--- config.mk ---
export PLATFORM = sky130hd
export DESIGN_NAME = collision_event_ctrl_flat
export DESIGN_NICKNAME = d
export VERILOG_FILES = /design/src/rtl/collision_event_ctrl_pkg.sv /design/src/rtl/collision_event_ctrl_if.sv /design/src/rtl/collision_event_ctrl_player.sv /design/src/rtl/collision_event_ctrl.sv /design/src/flat_wrapper.sv
export SDC_FILE = /design/constraint.sdc
export NUM_CORES = 1
export LEC_CHECK = 0
export ABC_AREA = 1
export CAP_MARGIN = 20
export CORE_MARGIN = 3
export CORE_UTILIZATION = 46
export CTS_CLUSTER_DIAMETER = 100
export CTS_CLUSTER_SIZE = 25
export DETAILED_ROUTE_END_ITERATION = 7
export PLACE_DENSITY = 0.65
export SLEW_MARGIN = 20
export SYNTH_ARGS = -nofsm -noshare
export SYNTH_HDL_FRONTEND = slang
export SYNTH_SLANG_ARGS = --single-unit
--- constraint.sdc ---
create_clock -name clk -period 2.9 [get_ports clk]
set_input_delay 0.725 -clock clk [delete_from_list [all_inputs] [get_ports clk]]
set_output_delay 0.725 -clock clk [all_outputs]
set_load 0.02 [all_outputs]
--- src/rtl/collision_event_ctrl_pkg.sv ---
//==============================================================================
// Module      : collision_pkg
// Description : Shared types and constants for the collision event controller
//               (player life-state encoding, one-hot pop credit codes).
// Revision    : 1.0  initial release
//==============================================================================
`default_nettype none

package collision_pkg;

    typedef enum logic [1:0] {
        P_ALIVE  = 2'd0,
        P_INVULN = 2'd1,
        P_DEAD   = 2'd2
    } player_state_t;

    localparam logic [1:0] CREDIT_P1 = 2'b01;
    localparam logic [1:0] CREDIT_P2 = 2'b10;

endpackage

`default_nettype wire

--- src/rtl/collision_event_ctrl_if.sv ---
//==============================================================================
// Module      : collision_event_ctrl_if
// Description : Bundle of per-pixel collision inputs, frame/game strobes and
//               game-event outputs of the collision event controller.
//               master = collision detector / video side, slave = controller.
// Revision    : 1.0  initial release
//==============================================================================
`default_nettype none

interface collision_event_ctrl_if #(
    parameter int LIVES_W = 3
) ();

    logic               startOfFrame;
    logic               newGame;
    logic               twoPlayer;
    logic               bubbleHitChar_1;
    logic               bubbleHitChar_2;
    logic               arrow_1_HitBubble;
    logic               arrow_2_HitBubble;
    logic               lifeHitChar;

    logic               popBubble;
    logic [1:0]         popCredit;
    logic               arrowClear_1;
    logic               arrowClear_2;
    logic               charHit_1;
    logic               charHit_2;
    logic               lifeGain_1;
    logic               lifeGain_2;
    logic               invuln_1;
    logic               invuln_2;
    logic [LIVES_W-1:0] lives_1;
    logic [LIVES_W-1:0] lives_2;
    logic               gameOver;

    modport master (
        output startOfFrame, newGame, twoPlayer,
        output bubbleHitChar_1, bubbleHitChar_2,
        output arrow_1_HitBubble, arrow_2_HitBubble, lifeHitChar,
        input  popBubble, popCredit, arrowClear_1, arrowClear_2,
        input  charHit_1, charHit_2, lifeGain_1, lifeGain_2,
        input  invuln_1, invuln_2, lives_1, lives_2, gameOver
    );

    modport slave (
        input  startOfFrame, newGame, twoPlayer,
        input  bubbleHitChar_1, bubbleHitChar_2,
        input  arrow_1_HitBubble, arrow_2_HitBubble, lifeHitChar,
        output popBubble, popCredit, arrowClear_1, arrowClear_2,
        output charHit_1, charHit_2, lifeGain_1, lifeGain_2,
        output invuln_1, invuln_2, lives_1, lives_2, gameOver
    );

endinterface

`default_nettype wire

--- src/rtl/collision_event_ctrl_player.sv ---
//==============================================================================
// Module      : player_life_fsm
// Description : Per-player life sequencer: ALIVE / INVULN / DEAD state, lives
//               counter and invulnerability frame counter. Advances only on
//               the evaluate strobe; init reloads the start-of-game values.
//               Post-hit lives/death are exported so the parent can decide
//               life-pickup eligibility within the same evaluation.
// Revision    : 1.0  initial release
//==============================================================================
`default_nettype none

module player_life_fsm
    import collision_pkg::*;
#(
    parameter int INIT_LIVES    = 3,
    parameter int MAX_LIVES     = 5,
    parameter int INVULN_FRAMES = 60,
    parameter int LIVES_W       = 3,
    parameter int INV_W         = 7
) (
    input  wire logic               clk,
    input  wire logic               resetN,
    input  wire logic               init,
    input  wire logic               initDead,
    input  wire logic               evaluate,
    input  wire logic               hit,
    input  wire logic               gain,
    output logic [LIVES_W-1:0]      lives,
    output logic [LIVES_W-1:0]      livesAfterHit,
    output logic                    isDead,
    output logic                    deadAfterHit,
    output logic                    invuln,
    output logic                    charHit,
    output logic                    lifeGain
);

    player_state_t      r_state,    w_stateNext;
    logic [LIVES_W-1:0] r_lives,    w_livesNext;
    logic [INV_W-1:0]   r_inv,      w_invNext;
    logic               r_charHit,  w_charHitNext;
    logic               r_lifeGain, w_lifeGainNext;
    logic               w_hitTaken;

    // State, counters and one-cycle event pulses
    always_ff @(posedge clk or negedge resetN) begin
        if (!resetN) begin
            r_state    <= P_ALIVE;
            r_lives    <= LIVES_W'(INIT_LIVES);
            r_inv      <= '0;
            r_charHit  <= 1'b0;
            r_lifeGain <= 1'b0;
        end else begin
            r_state    <= w_stateNext;
            r_lives    <= w_livesNext;
            r_inv      <= w_invNext;
            r_charHit  <= w_charHitNext;
            r_lifeGain <= w_lifeGainNext;
        end
    end

    // Next-state: hit is resolved before the life pickup is applied
    always_comb begin
        w_stateNext    = r_state;
        w_livesNext    = r_lives;
        w_invNext      = r_inv;
        w_charHitNext  = 1'b0;
        w_lifeGainNext = 1'b0;

        // Only a vulnerable player can be hit; an ALIVE player always has lives >= 1
        w_hitTaken    = hit && (r_state == P_ALIVE);
        livesAfterHit = w_hitTaken ? (r_lives - LIVES_W'(1)) : r_lives;
        deadAfterHit  = (r_state == P_DEAD) || (w_hitTaken && (r_lives == LIVES_W'(1)));

        if (init) begin
            w_stateNext = initDead ? P_DEAD : P_ALIVE;
            w_livesNext = initDead ? '0 : LIVES_W'(INIT_LIVES);
            w_invNext   = '0;
        end else if (evaluate) begin
            case (r_state)
                P_ALIVE: begin
                    if (hit) begin
                        w_charHitNext = 1'b1;
                        if (r_lives == LIVES_W'(1)) begin
                            w_stateNext = P_DEAD;
                        end else begin
                            w_stateNext = P_INVULN;
                            w_invNext   = INV_W'(INVULN_FRAMES);
                        end
                    end
                end
                P_INVULN: begin
                    w_invNext = r_inv - INV_W'(1);
                    if (r_inv == INV_W'(1)) begin
                        w_stateNext = P_ALIVE;
                    end
                end
                default: begin
                end
            endcase

            w_livesNext = livesAfterHit;
            if (gain && !deadAfterHit) begin
                w_lifeGainNext = 1'b1;
                w_livesNext    = (livesAfterHit >= LIVES_W'(MAX_LIVES))
                               ? LIVES_W'(MAX_LIVES)
                               : (livesAfterHit + LIVES_W'(1));
            end
        end
    end

    assign lives    = r_lives;
    assign isDead   = (r_state == P_DEAD);
    assign invuln   = (r_state == P_INVULN);
    assign charHit  = r_charHit;
    assign lifeGain = r_lifeGain;

endmodule

`default_nettype wire

--- src/rtl/collision_event_ctrl.sv ---
//==============================================================================
// Module      : collision_event_ctrl
// Description : Frame-rate game-event controller. Latches per-pixel collision
//               pulses into sticky per-frame flags, evaluates them once per
//               frame, sequences both players' lives and arbitrates the single
//               bubble pop allowed per frame between the two arrows.
// Revision    : 1.0  initial release
//==============================================================================
`default_nettype none

module collision_event_ctrl
    import collision_pkg::*;
#(
    parameter int INIT_LIVES    = 3,
    parameter int MAX_LIVES     = 5,
    parameter int INVULN_FRAMES = 60,
    parameter int LIVES_W       = 3,
    parameter int INV_W         = 7
) (
    input  wire logic              clk,
    input  wire logic              resetN,
    collision_event_ctrl_if.slave  bus
);

    logic               r_flagHit1, r_flagHit2, r_flagArrow1, r_flagArrow2, r_flagLife;
    logic               r_twoPlayer;
    logic               r_rrLast;       // 1 = player 2 credited last
    logic               r_popBubble, r_arrowClear1, r_arrowClear2;
    logic [1:0]         r_popCredit;

    logic               w_evaluate;
    logic               w_grant1, w_grant2;
    logic               w_arrowOk1, w_arrowOk2;
    logic               w_popNext, w_clr1Next, w_clr2Next, w_rrNext;
    logic [1:0]         w_creditNext;
    logic               w_isDead1, w_isDead2, w_deadAfter1, w_deadAfter2;
    logic [LIVES_W-1:0] w_livesAfter1, w_livesAfter2;

    // newGame pre-empts a coincident startOfFrame: that frame is dropped
    assign w_evaluate = bus.startOfFrame && !bus.newGame;

    // Sticky flags: at startOfFrame the old frame is consumed and the current
    // input seeds the new frame; otherwise inputs accumulate
    always_ff @(posedge clk or negedge resetN) begin
        if (!resetN) begin
            r_flagHit1   <= 1'b0;
            r_flagHit2   <= 1'b0;
            r_flagArrow1 <= 1'b0;
            r_flagArrow2 <= 1'b0;
            r_flagLife   <= 1'b0;
        end else if (bus.newGame) begin
            r_flagHit1   <= 1'b0;
            r_flagHit2   <= 1'b0;
            r_flagArrow1 <= 1'b0;
            r_flagArrow2 <= 1'b0;
            r_flagLife   <= 1'b0;
        end else if (bus.startOfFrame) begin
            r_flagHit1   <= bus.bubbleHitChar_1;
            r_flagHit2   <= bus.bubbleHitChar_2;
            r_flagArrow1 <= bus.arrow_1_HitBubble;
            r_flagArrow2 <= bus.arrow_2_HitBubble;
            r_flagLife   <= bus.lifeHitChar;
        end else begin
            r_flagHit1   <= r_flagHit1   | bus.bubbleHitChar_1;
            r_flagHit2   <= r_flagHit2   | bus.bubbleHitChar_2;
            r_flagArrow1 <= r_flagArrow1 | bus.arrow_1_HitBubble;
            r_flagArrow2 <= r_flagArrow2 | bus.arrow_2_HitBubble;
            r_flagLife   <= r_flagLife   | bus.lifeHitChar;
        end
    end

    // Life token goes to the surviving player with fewer lives, tie to player 1
    always_comb begin
        w_grant1 = 1'b0;
        w_grant2 = 1'b0;
        if (r_flagLife) begin
            if (!w_deadAfter1 && !w_deadAfter2) begin
                if (w_livesAfter1 <= w_livesAfter2) w_grant1 = 1'b1;
                else                                w_grant2 = 1'b1;
            end else if (!w_deadAfter1) begin
                w_grant1 = 1'b1;
            end else if (!w_deadAfter2) begin
                w_grant2 = 1'b1;
            end
        end
    end

    // Single pop per frame; a contested pop alternates credit round-robin
    always_comb begin
        w_arrowOk1   = r_flagArrow1 && !w_isDead1;
        w_arrowOk2   = r_flagArrow2 && !w_isDead2;
        w_popNext    = 1'b0;
        w_creditNext = 2'b00;
        w_clr1Next   = 1'b0;
        w_clr2Next   = 1'b0;
        w_rrNext     = r_rrLast;
        if (w_evaluate) begin
            if (w_arrowOk1 && w_arrowOk2) begin
                w_popNext    = 1'b1;
                w_clr1Next   = 1'b1;
                w_clr2Next   = 1'b1;
                w_creditNext = r_rrLast ? CREDIT_P1 : CREDIT_P2;
                w_rrNext     = !r_rrLast;
            end else if (w_arrowOk1) begin
                w_popNext    = 1'b1;
                w_clr1Next   = 1'b1;
                w_creditNext = CREDIT_P1;
            end else if (w_arrowOk2) begin
                w_popNext    = 1'b1;
                w_clr2Next   = 1'b1;
                w_creditNext = CREDIT_P2;
            end
        end
    end

    // Pop pulses, round-robin pointer and latched player-count mode
    always_ff @(posedge clk or negedge resetN) begin
        if (!resetN) begin
            r_popBubble   <= 1'b0;
            r_popCredit   <= 2'b00;
            r_arrowClear1 <= 1'b0;
            r_arrowClear2 <= 1'b0;
            r_rrLast      <= 1'b1;
            r_twoPlayer   <= 1'b1;
        end else if (bus.newGame) begin
            r_popBubble   <= 1'b0;
            r_popCredit   <= 2'b00;
            r_arrowClear1 <= 1'b0;
            r_arrowClear2 <= 1'b0;
            r_rrLast      <= 1'b1;
            r_twoPlayer   <= bus.twoPlayer;
        end else begin
            r_popBubble   <= w_popNext;
            r_popCredit   <= w_creditNext;
            r_arrowClear1 <= w_clr1Next;
            r_arrowClear2 <= w_clr2Next;
            r_rrLast      <= w_rrNext;
        end
    end

    player_life_fsm #(
        .INIT_LIVES(INIT_LIVES), .MAX_LIVES(MAX_LIVES), .INVULN_FRAMES(INVULN_FRAMES),
        .LIVES_W(LIVES_W), .INV_W(INV_W)
    ) u_player1 (
        .clk(clk), .resetN(resetN), .init(bus.newGame), .initDead(1'b0),
        .evaluate(w_evaluate), .hit(r_flagHit1), .gain(w_grant1),
        .lives(bus.lives_1), .livesAfterHit(w_livesAfter1), .isDead(w_isDead1),
        .deadAfterHit(w_deadAfter1), .invuln(bus.invuln_1),
        .charHit(bus.charHit_1), .lifeGain(bus.lifeGain_1)
    );

    player_life_fsm #(
        .INIT_LIVES(INIT_LIVES), .MAX_LIVES(MAX_LIVES), .INVULN_FRAMES(INVULN_FRAMES),
        .LIVES_W(LIVES_W), .INV_W(INV_W)
    ) u_player2 (
        .clk(clk), .resetN(resetN), .init(bus.newGame), .initDead(!bus.twoPlayer),
        .evaluate(w_evaluate), .hit(r_flagHit2), .gain(w_grant2),
        .lives(bus.lives_2), .livesAfterHit(w_livesAfter2), .isDead(w_isDead2),
        .deadAfterHit(w_deadAfter2), .invuln(bus.invuln_2),
        .charHit(bus.charHit_2), .lifeGain(bus.lifeGain_2)
    );

    assign bus.popBubble    = r_popBubble;
    assign bus.popCredit    = r_popCredit;
    assign bus.arrowClear_1 = r_arrowClear1;
    assign bus.arrowClear_2 = r_arrowClear2;
    assign bus.gameOver     = w_isDead1 && (w_isDead2 || !r_twoPlayer);

endmodule

`default_nettype wire

--- src/flat_wrapper.sv ---
// flat-port wrapper written by rule: the top's interface ports become plain ports
module collision_event_ctrl_flat import collision_pkg::*;
#(
    parameter int INIT_LIVES    = 3,
    parameter int MAX_LIVES     = 5,
    parameter int INVULN_FRAMES = 60,
    parameter int LIVES_W       = 3,
    parameter int INV_W         = 7
)
  (clk, resetN, bus_startOfFrame, bus_newGame, bus_twoPlayer, bus_bubbleHitChar_1, bus_bubbleHitChar_2, bus_arrow_1_HitBubble, bus_arrow_2_HitBubble, bus_lifeHitChar, bus_popBubble, bus_popCredit, bus_arrowClear_1, bus_arrowClear_2, bus_charHit_1, bus_charHit_2, bus_lifeGain_1, bus_lifeGain_2, bus_invuln_1, bus_invuln_2, bus_lives_1, bus_lives_2, bus_gameOver);
  collision_event_ctrl_if #(.LIVES_W(LIVES_W)) bus_i ();
  input  wire logic clk;
  input  wire logic resetN;
  input wire logic [$bits(bus_i.startOfFrame)-1:0] bus_startOfFrame;
  input wire logic [$bits(bus_i.newGame)-1:0] bus_newGame;
  input wire logic [$bits(bus_i.twoPlayer)-1:0] bus_twoPlayer;
  input wire logic [$bits(bus_i.bubbleHitChar_1)-1:0] bus_bubbleHitChar_1;
  input wire logic [$bits(bus_i.bubbleHitChar_2)-1:0] bus_bubbleHitChar_2;
  input wire logic [$bits(bus_i.arrow_1_HitBubble)-1:0] bus_arrow_1_HitBubble;
  input wire logic [$bits(bus_i.arrow_2_HitBubble)-1:0] bus_arrow_2_HitBubble;
  input wire logic [$bits(bus_i.lifeHitChar)-1:0] bus_lifeHitChar;
  output wire logic [$bits(bus_i.popBubble)-1:0] bus_popBubble;
  output wire logic [$bits(bus_i.popCredit)-1:0] bus_popCredit;
  output wire logic [$bits(bus_i.arrowClear_1)-1:0] bus_arrowClear_1;
  output wire logic [$bits(bus_i.arrowClear_2)-1:0] bus_arrowClear_2;
  output wire logic [$bits(bus_i.charHit_1)-1:0] bus_charHit_1;
  output wire logic [$bits(bus_i.charHit_2)-1:0] bus_charHit_2;
  output wire logic [$bits(bus_i.lifeGain_1)-1:0] bus_lifeGain_1;
  output wire logic [$bits(bus_i.lifeGain_2)-1:0] bus_lifeGain_2;
  output wire logic [$bits(bus_i.invuln_1)-1:0] bus_invuln_1;
  output wire logic [$bits(bus_i.invuln_2)-1:0] bus_invuln_2;
  output wire logic [$bits(bus_i.lives_1)-1:0] bus_lives_1;
  output wire logic [$bits(bus_i.lives_2)-1:0] bus_lives_2;
  output wire logic [$bits(bus_i.gameOver)-1:0] bus_gameOver;
  assign bus_i.startOfFrame = bus_startOfFrame;
  assign bus_i.newGame = bus_newGame;
  assign bus_i.twoPlayer = bus_twoPlayer;
  assign bus_i.bubbleHitChar_1 = bus_bubbleHitChar_1;
  assign bus_i.bubbleHitChar_2 = bus_bubbleHitChar_2;
  assign bus_i.arrow_1_HitBubble = bus_arrow_1_HitBubble;
  assign bus_i.arrow_2_HitBubble = bus_arrow_2_HitBubble;
  assign bus_i.lifeHitChar = bus_lifeHitChar;
  assign bus_popBubble = bus_i.popBubble;
  assign bus_popCredit = bus_i.popCredit;
  assign bus_arrowClear_1 = bus_i.arrowClear_1;
  assign bus_arrowClear_2 = bus_i.arrowClear_2;
  assign bus_charHit_1 = bus_i.charHit_1;
  assign bus_charHit_2 = bus_i.charHit_2;
  assign bus_lifeGain_1 = bus_i.lifeGain_1;
  assign bus_lifeGain_2 = bus_i.lifeGain_2;
  assign bus_invuln_1 = bus_i.invuln_1;
  assign bus_invuln_2 = bus_i.invuln_2;
  assign bus_lives_1 = bus_i.lives_1;
  assign bus_lives_2 = bus_i.lives_2;
  assign bus_gameOver = bus_i.gameOver;
  collision_event_ctrl #(.INIT_LIVES(INIT_LIVES), .MAX_LIVES(MAX_LIVES), .INVULN_FRAMES(INVULN_FRAMES), .LIVES_W(LIVES_W), .INV_W(INV_W)) u_core (.clk(clk), .resetN(resetN), .bus(bus_i));
endmodule
Yosys cells after proc, flatten, opt, wreduce, memory -nomap -nowiden
Index checks and enable logic that the tools add are counted.
{ "totals": {"register_bits": 40, "inputBits": 10, "out_inout_bits": 18, "elab_cells": 171} }
{ "classes": {"addsub": 6, "n_lt_le_gt_ge": 3, "eq_ne": 14, "muxes": 89, "n_bitwise": 5, "n_reduce_logical": 33} }
{ "op_table": {"columns": ["op", "count"], "rows": [
  ["7-bit two-way mux", 8],
  ["1-bit two-way mux", 49],
  ["2-bit two-way mux", 18],
  ["3-bit two-way mux", 10],
  ["7-bit case mux with 2 select lines", 2],
  ["4-bit AND reduction", 4],
  ["7-bit by 1-bit equality test with 1-bit output, second input constant", 2],
  ["7-bit by 1-bit subtractor with 7-bit output, second input constant", 2],
  ["1-bit logical AND", 12],
  ["3-bit by 2-bit inequality test with 1-bit output, second input constant", 4],
  ["2-bit case mux with 2 select lines", 2],
  ["1-bit logical NOT", 7],
  ["3-bit by 1-bit adder with 3-bit output, second input constant", 2],
  ["3-bit by 1-bit equality test with 1-bit output, second input constant", 2],
  ["3-bit >= comparator, second input constant", 2],
  ["3-bit inequality test, second input constant", 2],
  ["3-bit nonzero test", 2],
  ["3-bit by 1-bit subtractor with 3-bit output, second input constant", 2],
  ["1-bit OR", 5],
  ["2-bit by 1-bit equality test with 1-bit output, second input constant", 2],
  ["2-bit equality test, second input constant", 2],
  ["2-bit logical NOT", 2],
  ["2-bit nonzero test", 2],
  ["3-bit less-or-equal comparator", 1],
  ["2 further kinds", 4]
]} }

Depth between registers and ports, before layout
Gate-level depths: netlist of the first run.
{ "logic_depth": {"ltp_word": 12, "mapped_depth": 17} }

By module
From an unflattened synthesis of the first run, not the netlist that was laid out.
{ "unflattened": {"hier_cells": 348, "hier_area_um2": 2577.5} }
{ "modules_own_cells": {"columns": ["module", "instances", "cells_each", "area_per_inst_um2", "seq_area_each_um2"], "rows": [
  ["player_life_fsm at u_core.u_player2", 1, 141, 987.2, 352.8],
  ["player_life_fsm at u_core.u_player1", 1, 139, 982.2, 352.8],
  ["collision_event_ctrl", 1, 68, 608.1, 302.8]
]} }

Worst setup path after synthesis of the first run
OpenSTA, ideal clock, no wires.
{ "synth_path": {"kind": "register to register", "startpoint": "register u_core.u_player1.r_lives[0], in the netlist u_core.u_player1.lives[0]", "endpoint": "register u_core.u_player1.r_lives[2], in the netlist u_core.u_player1.lives[2]", "arrival_ns": 2.092, "path_slack_ns": 0.690, "path_stages_with_launch": 17, "path_buffers": 0, "synth_period_minus_slack_ns": 2.210, "path_cell_list": "dfstp_2 > inv_1 > ha_1 > inv_1 > nor2_4 > xor2_2 > inv_1 > ha_1 > inv_1 > a21oi_1 > nand2_1 > nand2_2 > nand3_2 > nand2_1 > nor2_2 > nand3_1 > nand2_1"} }
{ "synth_via": {"elab_chain_len": 11, "word_cells_on_any_way": 19, "cone_classes": "add/sub (2); order compare (2); eq/ne (1); mux (9); reduce/logical (5)"} }
{ "synth_lines": {"columns": ["element", "line", "source"], "rows": [
  ["from (decl)", "collision_event_ctrl_player.sv:38", "logic [LIVES_W-1:0] r_lives, w_livesNext;"],
  ["from (signal assigned)", "collision_event_ctrl_player.sv:48", "r_lives <= LIVES_W'(INIT_LIVES);"],
  ["from (signal assigned)", "collision_event_ctrl_player.sv:54", "r_lives <= w_livesNext;"],
  ["parallel branches: the longest is 8 deep, another holds 3-bit by 1-bit subtractor with 3-bit output", null, null],
  ["3-bit two-way mux *", "collision_event_ctrl_player.sv:102", "if (gain && !deadAfterHit) begin"],
  ["3-bit two-way mux *", "collision_event_ctrl_player.sv:78", "end else if (evaluate) begin"],
  ["3-bit two-way mux *", "collision_event_ctrl_player.sv:74", "if (init) begin"]
]} }
Every way passes the cells marked *. The select of a mux whose other input is x is not followed.
A chain may end at the register's enable or synchronous reset.

Worst setup path in the final report of the first run
{ "layout_path": {"startpoint": "register u_core.u_player1.r_state[1]", "endpoint": "output bus_gameOver"} }
{ "layout_via": {"elab_chain_len": 2} }
{ "layout_lines": {"columns": ["element", "line", "source"], "rows": [
  ["from (decl)", "collision_event_ctrl_player.sv:37", "player_state_t r_state, w_stateNext;"],
  ["from (signal assigned)", "collision_event_ctrl_player.sv:53", "r_state <= w_stateNext;"],
  ["2-bit equality test", "collision_event_ctrl_player.sv:112", "assign isDead = (r_state == P_DEAD);"],
  ["1-bit logical AND", "collision_event_ctrl.sv:167", "assign bus.gameOver = w_isDead1 && (w_isDead2 || !r_twoPlayer);"],
  ["to (decl)", "flat_wrapper.sv:34", "output wire logic [$bits(bus_i.gameOver)-1:0] bus_gameOver;"]
]} }
Every way passes these cells.

==> flow_metrics.py, run 1 <==
metrics = {
    "detailed_routing": {
        "avgRoutedWirePerCell_um": 12.2,
        "first_pass_iters": 4,
        "drc": 0,
        "vias": 2114,
        "drt_iter0_drc": 116,
        "viasPerCell": 5.13,
        "detail-route-antenna-nets": 0,
        "drt_wl_total_um": 5040,
    },
    "die": {
        "core-area_sq_um": 4850,
        "die-height_um": 77.7,
        "rows": 25,
        "die_w_um": 77.7,
        "io_pins": 28,
        "start_util": 0.487,
        "die-area_sq_um": 6030,
    },
    "placement": {
        "dp_slack_ns": 0.405,
        "globalplace.congestion": 0.849,
        "placement.io_buffers": 27,
        "dpl.hpwl_um": 3820,
    },
    "clocking": {
        "cts_buffer_depth": 2,
        "cts_num_sinks": 40,
        "htree_levels": 2,
        "cts_setup_buffers": 0,
        "clk_latency_ns": 0.30,
        "cts_tree": "yes",
        "cts.clk_slew.worst_paths_ns": 0.09,
        "ctsHoldBuffers": 0,
        "numCtsBuffers": 5,
        "root_buffer": "clkbuf_8",
        "cts_resized": 0,
    },
    "worst_setup_path": {
        "arrival_ns": 1.80,
        "critical_path_class": "reg2out",
        "rr_startpoint": "u_core.u_player1.lives[0]$_DFFE_PN1P_",
        "required_ns": 2.17,
        "worstSetupEndpointType": "output port",
        "r2r_end": "u_core.u_player2.lives[0]$_DFFE_PN1P_",
        "r2r_cells": 17,
        "crit_path_start_kind": "flip-flop",
        "reg2reg_slack_ns": 0.51,
        "critPathMaxFanout": 3,
    },
    "synth": {
        "synthSimpleGateAreaFrac": 0.282,
        "yosys_warnings": 0,
        "ys_seq_area_frac": 0.427,
        "synth_area_sq_um": 2360,
        "synth_top_family_by_area": "simple AND/OR/NAND/NOR gates",
        "syn_avg_cell_area_sq_um": 7.62,
        "synth.distinct_cells": 32,
        "synth_xor_area_frac": 0.0106,
        "synth_nets": 329,
        "synth_mux_area_frac": 0,
        "synth_fa_ha_area_frac": 0.0477,
        "synth_cells": 310,
        "synth_compound_area_frac": 0.146,
        "ys_seq_elements": 40,
    },
    "sta": {
        "hold_violations": 0,
        "tightest_slew_ns": 0.899,
        "min_period_over_period": 0.871,
        "rsz0062_at_grt": "false",
        "fin_worst_skew_ns": 0.00954,
        "final_max_slew_viol_count": 0,
        "setup_ws_ns": 0.374,
        "fin_setup_tns_ns": 0,
        "whs_ns": 0.473,
        "period_minus_slack_ns": 2.53,
        "timing.fmax_mhz": 396,
        "setup_viol": 0,
        "slew_headroom": 0.401,
    },
    "hold_path": {
        "holdPathStages": 2,
        "holdPathEnd": "u_core.r_twoPlayer$_DFFE_PN1P_",
        "hold_path.class": "reg2reg",
        "min_from": "u_core.r_twoPlayer$_DFFE_PN1P_",
    },
    "final_layout": {
        "n_antenna_cell": 0,
        "drive_above_1_share": 0.107,
        "num-nets-final": 363,
        "syn2layout_area_growth_pct": 18.6,
    },
    "global_route": {
        "grt_pass1_wl_um": 8930,
        "grt-ovfl-total": 0,
        "grt_pass1_vias": 2000,
        "grt_antenna_before_repair": 0,
        "grt_usage": 0.184,
        "grt_start_max_net_pins": 41,
    },
    "flow_run": {
        "maxCapViolCount": 0,
    },
    "run_status": {
        "status": "finished clean",
    },
    "power_and_ir_drop": {
        "p_per_area_nw_per_um2": 797,
        "power.leakage_nw": 1.35,
        "peakVddDrop_uv": 451,
    },
}
==> Yosys cell counts, drive strengths merged <==
library cell | count | area (sq um)
clkbuf | 1 | 3.75
o32ai | 4 | 42.6
clkinv | 1 | 3.75
a31oi | 1 | 6.26
xor2 | 2 | 25.0
dfrtp | 34 | 851
o21ai | 18 | 90.1
buf | 1 | 5.00
inv | 51 | 191
a21oi | 23 | 115
dfstp | 6 | 158
o211ai | 1 | 7.51
o41ai | 1 | 8.76
nand3 | 30 | 155
o22ai | 9 | 56.3
nand2 | 65 | 267
o21bai | 1 | 11.3
nor3 | 5 | 25.0
nor2 | 42 | 193
nand3b | 2 | 15.0
nand4 | 2 | 12.5
a211oi | 1 | 7.51
ha | 9 | 113
==> area by class of cell <==
cell class                 count  area (sq um)
fill                         473          2050
multi-input combinational    216          1150
sequential                    40          1010
timing repair buffer          29           280
inverter                      52           195
tap                           67          83.8
clock buffer                   6          72.6
clock inverter                 2          12.5
==> worst max-delay path by stage <==
stage / from / to / slack, ns / cells after the start
after floorplan: u_core.u_player1.lives[0]$_DFFE_PN1P_ / u_core.u_player1.lives[2]$_DFFE_PN0P_ / 0.69 / 16
after global placement: bus_startOfFrame / u_core.u_player1.r_inv[1]$_DFFE_PN0P_ / 0.48 / 9
after detailed placement: bus_startOfFrame / u_core.u_player1.r_inv[1]$_DFFE_PN0P_ / 0.40 / 9
after CTS: u_core.u_player1.r_state[1]$_DFFE_PN0P_ / bus_gameOver / 0.36 / 5
after global routing: u_core.u_player1.lives[0]$_DFFE_PN1P_ / u_core.u_player1.lives[0]$_DFFE_PN1P_ / 0.23 / 15
final: u_core.u_player1.r_state[1]$_DFFE_PN0P_ / bus_gameOver / 0.37 / 5
==> flip-flops by register name, indices dropped and copies added (netlist names), 2 cells and up <==
name	flops
u_core.bus.popCredit	2
u_core.u_player1.lives	3
u_core.u_player1.r_inv	7
u_core.u_player1.r_state	2
u_core.u_player2.lives	3
u_core.u_player2.r_inv	7
u_core.u_player2.r_state	2
==> layer usage <==
metal  GRT usage  vias up  wire (um)
met5           0        -          0
met3      0.0487        7        314
met1       0.247      961       2420
met2       0.284       62       2230
met4      0.0658        0         74
li1            -     1084          -
==> power breakdown <==
| group | internal, mW | leakage [nW] | switching [mW] | total [mW] |
|---|---|---|---|---|
| Clock | 0.169 | 0.0412 | 0.208 | 0.377 |
| Sequential | 0.693 | 0.509 | 0.106 | 0.799 |
| Combinational | 0.378 | 0.798 | 0.679 | 1.06 |
==> stage by stage <==
stage          cells  total power, mW  instance area, sq um  utilization
6_report         412             2.23                  2800        0.578
5_1_grt          412             2.44                  2800        0.578
4_1_cts          412             2.24                  2800        0.578
3_5_place_dp     404             1.86                  2720        0.561
3_3_place_gp     404             1.85                  2720        0.561
2_1_floorplan    310             1.58                  2360            -
==> cells by family (layout without fill, tap and decap cells) <==
group                      Yosys count  count (layout)
AOI/OAI and AO/OA                   59              59
xor gates and xnor gates             2               2
adders and majority gates            9               9
buffers and inverters               54              89
DFF                                 40              40
and+or+nand+nor                    146             146
==> worst max-delay path, cell delays in order, from the launching register on <==
cell             delay, ns
dfrtp_1               0.43
inv_1                 0.07
nor2_1                0.14
inv_1                 0.10
a21oi_1               0.13
clkdlybuf4s50_1       0.63
==> cells in the final DEF, fill, tap and decap left out, types with 3 or more instances in the layout <==
master / count
a21oi_1: 23
clkbuf_8: 5
clkdlybuf4s50_1: 26
dfrtp_1: 34
dfstp_2: 6
ha_1: 9
inv_1: 47
inv_2: 4
nand2_1: 58
nand2_2: 6
nand3_1: 29
nor2_1: 36
nor2_4: 4
nor3_1: 5
o21ai_0: 17
o22ai_1: 9
o32ai_1: 3
(Power assumes the default switching activity.)
==> run 2, diff against run 1 <==
--- a/config.mk
+++ b/config.mk
@@ -6,13 +6,16 @@
 export NUM_CORES = 1
 export LEC_CHECK = 0
 export ABC_AREA = 1
+export ABC_CLOCK_PERIOD_IN_PS = 2900
 export CAP_MARGIN = 20
+export CELL_PAD_IN_SITES_DETAIL_PLACEMENT = 2
+export CELL_PAD_IN_SITES_GLOBAL_PLACEMENT = 2
 export CORE_MARGIN = 3
-export CORE_UTILIZATION = 46
-export CTS_CLUSTER_DIAMETER = 100
+export CORE_UTILIZATION = 32
+export CTS_CLUSTER_DIAMETER = 30
 export CTS_CLUSTER_SIZE = 25
 export DETAILED_ROUTE_END_ITERATION = 7
-export PLACE_DENSITY = 0.65
+export PLACE_DENSITY = 0.76
 export SLEW_MARGIN = 20
 export SYNTH_ARGS = -nofsm -noshare
 export SYNTH_HDL_FRONTEND = slang
==> flow_metrics.py, run 2 (same netlist as run 1, synthesis figures left out) <==
metrics = {
    "run_status": {
        "status": "finished clean",
    },
    "clocking": {
        "clk_latency_ns": 0.30,
        "cts_buffer_depth": 2,
        "cts_num_sinks": 40,
        "root_buffer": "clkbuf_8",
        "cts_resized": 0,
        "htree_levels": 2,
        "cts.clk_slew.worst_paths_ns": 0.09,
        "cts_tree": "yes",
        "numCtsBuffers": 5,
        "cts_setup_buffers": 0,
        "ctsHoldBuffers": 0,
    },
    "global_route": {
        "grt_pass1_vias": 2381,
        "grt_start_max_net_pins": 41,
        "grt_pass1_wl_um": 11900,
        "grt_antenna_before_repair": 0,
        "grt-ovfl-total": 0,
        "grt_usage": 0.176,
    },
    "worst_setup_path": {
        "path_cells": "inv_1 > nor2_1 > inv_1 > a21oi_1 > clkdlybuf4s50_1",
        "crit_slowest_cell": "clkdlybuf4s50_1",
        "required_ns": 2.17,
        "critPathMaxFanout": 3,
        "critical-path-top-delay-family": "buffers and inverters",
        "crit_path_start_kind": "flip-flop",
        "path_buf_inv": 3,
        "arrival_ns": 1.85,
        "cpMostUsedCell": "inv_1",
        "critical_path_class": "reg2out",
        "reg2reg_slack_ns": 0.44,
        "worstSetupEndpointType": "output port",
        "slowest_delay_ns": 0.63,
    },
    "final_layout": {
        "n_fill_cell": 837,
        "final_common_cell": "nand2_1",
        "drive_above_1_share": 0.107,
        "n_antenna_cell": 0,
        "final_util": 0.409,
        "mostFrequentLayoutCells": "nand2_1, inv_1, nor2_1, dfrtp_1, nand3_1",
        "syn2layout_area_growth_pct": 20.8,
        "final_cell_count_no_fill": 441,
        "num-nets-final": 363,
        "final_area_sq_um": 2850,
        "top_regs": "u_core.u_player1.r_inv (7), u_core.u_player2.r_inv (7)",
    },
    "detailed_routing": {
        "avgRoutedWirePerCell_um": 15.7,
        "drt_iter0_drc": 37,
        "drc": 0,
        "viasPerCell": 4.98,
        "vias": 2194,
        "first_pass_iters": 4,
        "drt_wl_total_um": 6940,
        "detail-route-antenna-nets": 0,
    },
    "placement": {
        "dp_cells": 433,
        "placement.io_buffers": 27,
        "dpl.hpwl_um": 5440,
        "globalplace.congestion": 0.816,
        "place_area_sq_um": 2750,
    },
    "flow_run": {
        "maxCapViolCount": 0,
    },
    "sta": {
        "hold_violations": 0,
        "setup_viol": 0,
        "slew_headroom": 0.376,
        "min_period_over_period": 0.888,
        "fin_setup_tns_ns": 0,
        "period_minus_slack_ns": 2.57,
        "rsz0062_at_grt": "false",
        "fin_worst_skew_ns": 0.0106,
        "timing.fmax_mhz": 388,
        "final_max_slew_viol_count": 0,
        "tightest_slew_ns": 0.936,
    },
    "power_and_ir_drop": {
        "p_per_area_nw_per_um2": 825,
        "power.leakage_nw": 1.36,
        "total_power_mw": 2.36,
        "peakVddDrop_uv": 282,
    },
    "die": {
        "core-area_sq_um": 6980,
        "rows": 30,
        "io_pins": 28,
        "start_util": 0.338,
        "die-area_sq_um": 8450,
        "die_w_um": 91.9,
        "die-height_um": 91.9,
    },
    "hold_path": {
        "hold_path.class": "reg2reg",
    },
}
## run 2: cell types whose count changed in the layout (fill, tap and decap cells not counted), sizes merged
cell,previous run,this run
clkbuf,6,8
clkinv,2,1
clkinvlp,1,0
## run 2: power breakdown
group	leakage [nW]	switching [mW]	internal [mW]	total, mW
Sequential	0.509	0.112	0.694	0.806
Combinational	0.798	0.741	0.379	1.12
Clock	0.0515	0.212	0.218	0.430
Total	1.36	1.07	1.29	2.36
## run 2: path summary, 6_finish.rpt
path                       cells after the start                                     from                                    end
hold reg to reg                                1    u_core.u_player1.r_inv[6]$_DFFE_PN0P_  u_core.u_player1.r_inv[6]$_DFFE_PN0P_
setup reg to reg                              15    u_core.u_player1.lives[0]$_DFFE_PN1P_  u_core.u_player2.lives[2]$_DFFE_PN0P_
min in group asynchronous                      1                                   resetN      u_core.bus.popCredit[1]$_DFF_PN0_
setup / recovery                               5  u_core.u_player2.r_state[1]$_DFFE_PN0P_                           bus_gameOver
hold / removal                                 1    u_core.u_player1.r_inv[6]$_DFFE_PN0P_  u_core.u_player1.r_inv[6]$_DFFE_PN0P_
max in group asynchronous                      1                                   resetN  u_core.u_player2.r_inv[5]$_DFFE_PN0P_
## run 2: layout make-up
cell class	instances	area, sq um	share of cell area
well taps	96	120	0.0421
clock buffers	8	100	0.0351
multi-input cells	216	1150	0.403
repair buffers	29	280	0.0982
flip-flops and latches	40	1010	0.353
inverters	52	195	0.0684
## run 2: through the flow
| stage | worst slack, ns | hold WS (ns) |
|---|---|---|
| CTS | 0.292 | 0.485 |
| detailed placement | 0.369 | 0.461 |
| floorplan | 0.690 | 0.429 |
| finish | 0.325 | 0.489 |
| global placement | 0.453 | 0.459 |
| global route | 0.161 | 0.496 |
## run 2: per-layer routing
metal	part of all wire	track usage
met1	0.46	0.223
met2	0.51	0.308
met3	0.019	0.0230
met4	0.017	0.0557
met5	0	0
==> RTL edit: new RTL, flow settings as in run 1 <==
`INV_W` is set to 7 in 3 places; all go to 9.
--- a/src/rtl/collision_event_ctrl_player.sv
+++ b/src/rtl/collision_event_ctrl_player.sv
@@ -17,5 +17,5 @@
     parameter int INVULN_FRAMES = 60,
     parameter int LIVES_W       = 3,
-    parameter int INV_W         = 7
+    parameter int INV_W         = 9
 ) (
     input  wire logic               clk,
--- a/src/rtl/collision_event_ctrl.sv
+++ b/src/rtl/collision_event_ctrl.sv
@@ -16,5 +16,5 @@
     parameter int INVULN_FRAMES = 60,
     parameter int LIVES_W       = 3,
-    parameter int INV_W         = 7
+    parameter int INV_W         = 9
 ) (
     input  wire logic              clk,
--- a/src/flat_wrapper.sv
+++ b/src/flat_wrapper.sv
@@ -6,5 +6,5 @@
     parameter int INVULN_FRAMES = 60,
     parameter int LIVES_W       = 3,
-    parameter int INV_W         = 7
+    parameter int INV_W         = 9
 )
   (clk, resetN, bus_startOfFrame, bus_newGame, bus_twoPlayer, bus_bubbleHitChar_1, bus_bubbleHitChar_2, bus_arrow_1_HitBubble, bus_arrow_2_HitBubble, bus_lifeHitChar, bus_popBubble, bus_popCredit, bus_arrowClear_1, bus_arrowClear_2, bus_charHit_1, bus_charHit_2, bus_lifeGain_1, bus_lifeGain_2, bus_invuln_1, bus_invuln_2, bus_lives_1, bus_lives_2, bus_gameOver);
Behaviour: same outputs for any inputs over 4 cycles, from zero or initial values and one cycle with resetN low; that may be too few to reach the edited logic, so the function may still have changed.
==> RTL edit against run 1 <==
- final area up 12%
- hold slack better by 0.0021 ns
- sequential cell count up 4
- critical path type unchanged
- routed wire length up 9.2%
- setup slack worse by 0.058 ns
- die area up 11%
- synthesized area up 12%
- total power up 7.8%
==> RTL edit: results (changes against run 1) <==
| Metric | Value |
|---|---|
| Run status | `finished, final reports clean` |
| Top Registers | `u_core.u_player1.r_inv: 9 flops, u_core.u_player2.r_inv: 9 flops` |
| Detail Placement HPWL | `4140 um (+8.4%)` |
| Met3 WL | `170 um (-46%)` |
| Slew margin rel. | `0.385 (-0.0164)` |
| VDD IR max | `0.000352 V (-22%)` |
| Vias in the first global route | `2,103 (+5.1%)` |
| GPL Wtd Cong | `0.827 (-2.5%)` |
| P_leak | `1.54 nW (+14%)` |
| Dpl cells | `440 (+8.9%)` |
| Syn Nets | `360 (+9.4%)` |
| Sequential-to-total area share from yosys stat | `0.420 (-0.00740)` |
| Non-filler instance count after layout | `448 (+8.7%)` |
| Reg2Reg Depth | `15 (-2)` |
| Fin nets | `396 (+9.1%)` |
| Pre-CTS WS | `0.450 ns (+0.0456 ns)` |
| Commonest cells in the netlist | `nand2_1, inv_1, nor2_1` |
| Vias | `2,225 (+5.3%)` |
| Gr usage total | `0.184 (+0.000299)` |
| M1 WL | `2940 um (+21%)` |
| Critical Path AT | `1.86 ns (+0.06 ns)` |
| DRT iter0 DRCs | `108 (-6.9%)` |
| GR Layer Usage met2 | `0.287 (+0.00251)` |
| Mean Syn Cell Area | `7.75 um2 (+1.7%)` |
| GR met3 Demand/Resource | `0.0307 (-0.0180)` |
| DP Area | `0.00301 mm2 (+11%)` |
## RTL edit: cells by family (layout without fill, tap and decap cells)
family,after synthesis,count (layout),share of synthesized area
AND/OR/NAND/NOR,167,167,0.306
adder cells (fa/ha/maj),9,9,0.0426
AO/OA/AOI/OAI,59,59,0.133
buffers and inverters,58,95,0.0824
XOR/XNOR,4,4,0.0161
flip-flops,44,44,0.420
## RTL edit: final cells by class
type,count,area [um2]
fill,516,2200
multi-input combinational,239,1320
sequential,44,1110
timing repair buffer,30,288
inverter,57,214
tap,70,87.6
clock buffer,6,82.6
clock inverter,2,38.8
## RTL edit: final timing paths
kind	slack, ns	end	start
setup / recovery	0.32	bus_gameOver	u_core.u_player2.r_state[1]
hold / removal	0.47	u_core.r_twoPlayer	u_core.r_twoPlayer
setup reg to reg	0.45	u_core.u_player1.lives[0]	u_core.u_player1.lives[0]
hold reg to reg	0.47	u_core.r_twoPlayer	u_core.r_twoPlayer
max in group asynchronous	1.64	u_core.u_player2.lives[0]	resetN
min in group asynchronous	0.56	u_core.u_player1.r_inv[2]	resetN
## RTL edit: worst reg2reg max path, cell delays in order (launching register included)
cell,delay [ns]
dfstp_2,0.60
inv_1,0.08
ha_1,0.20
nand2_1,0.08
xor2_1,0.26
inv_1,0.11
ha_1,0.33
inv_1,0.06
a21oi_2,0.10
nand2_1,0.07
nand2_2,0.07
nand3_2,0.11
nand3_1,0.10
nand2_1,0.05
nor2_1,0.13
nor2_1,0.05
## RTL edit: power by group
part | internal [mW] | switching, mW | total, mW
combinational | 0.382 | 0.665 | 1.05
sequential | 0.746 | 0.113 | 0.859
clock | 0.282 | 0.220 | 0.502
total | 1.41 | 0.999 | 2.41
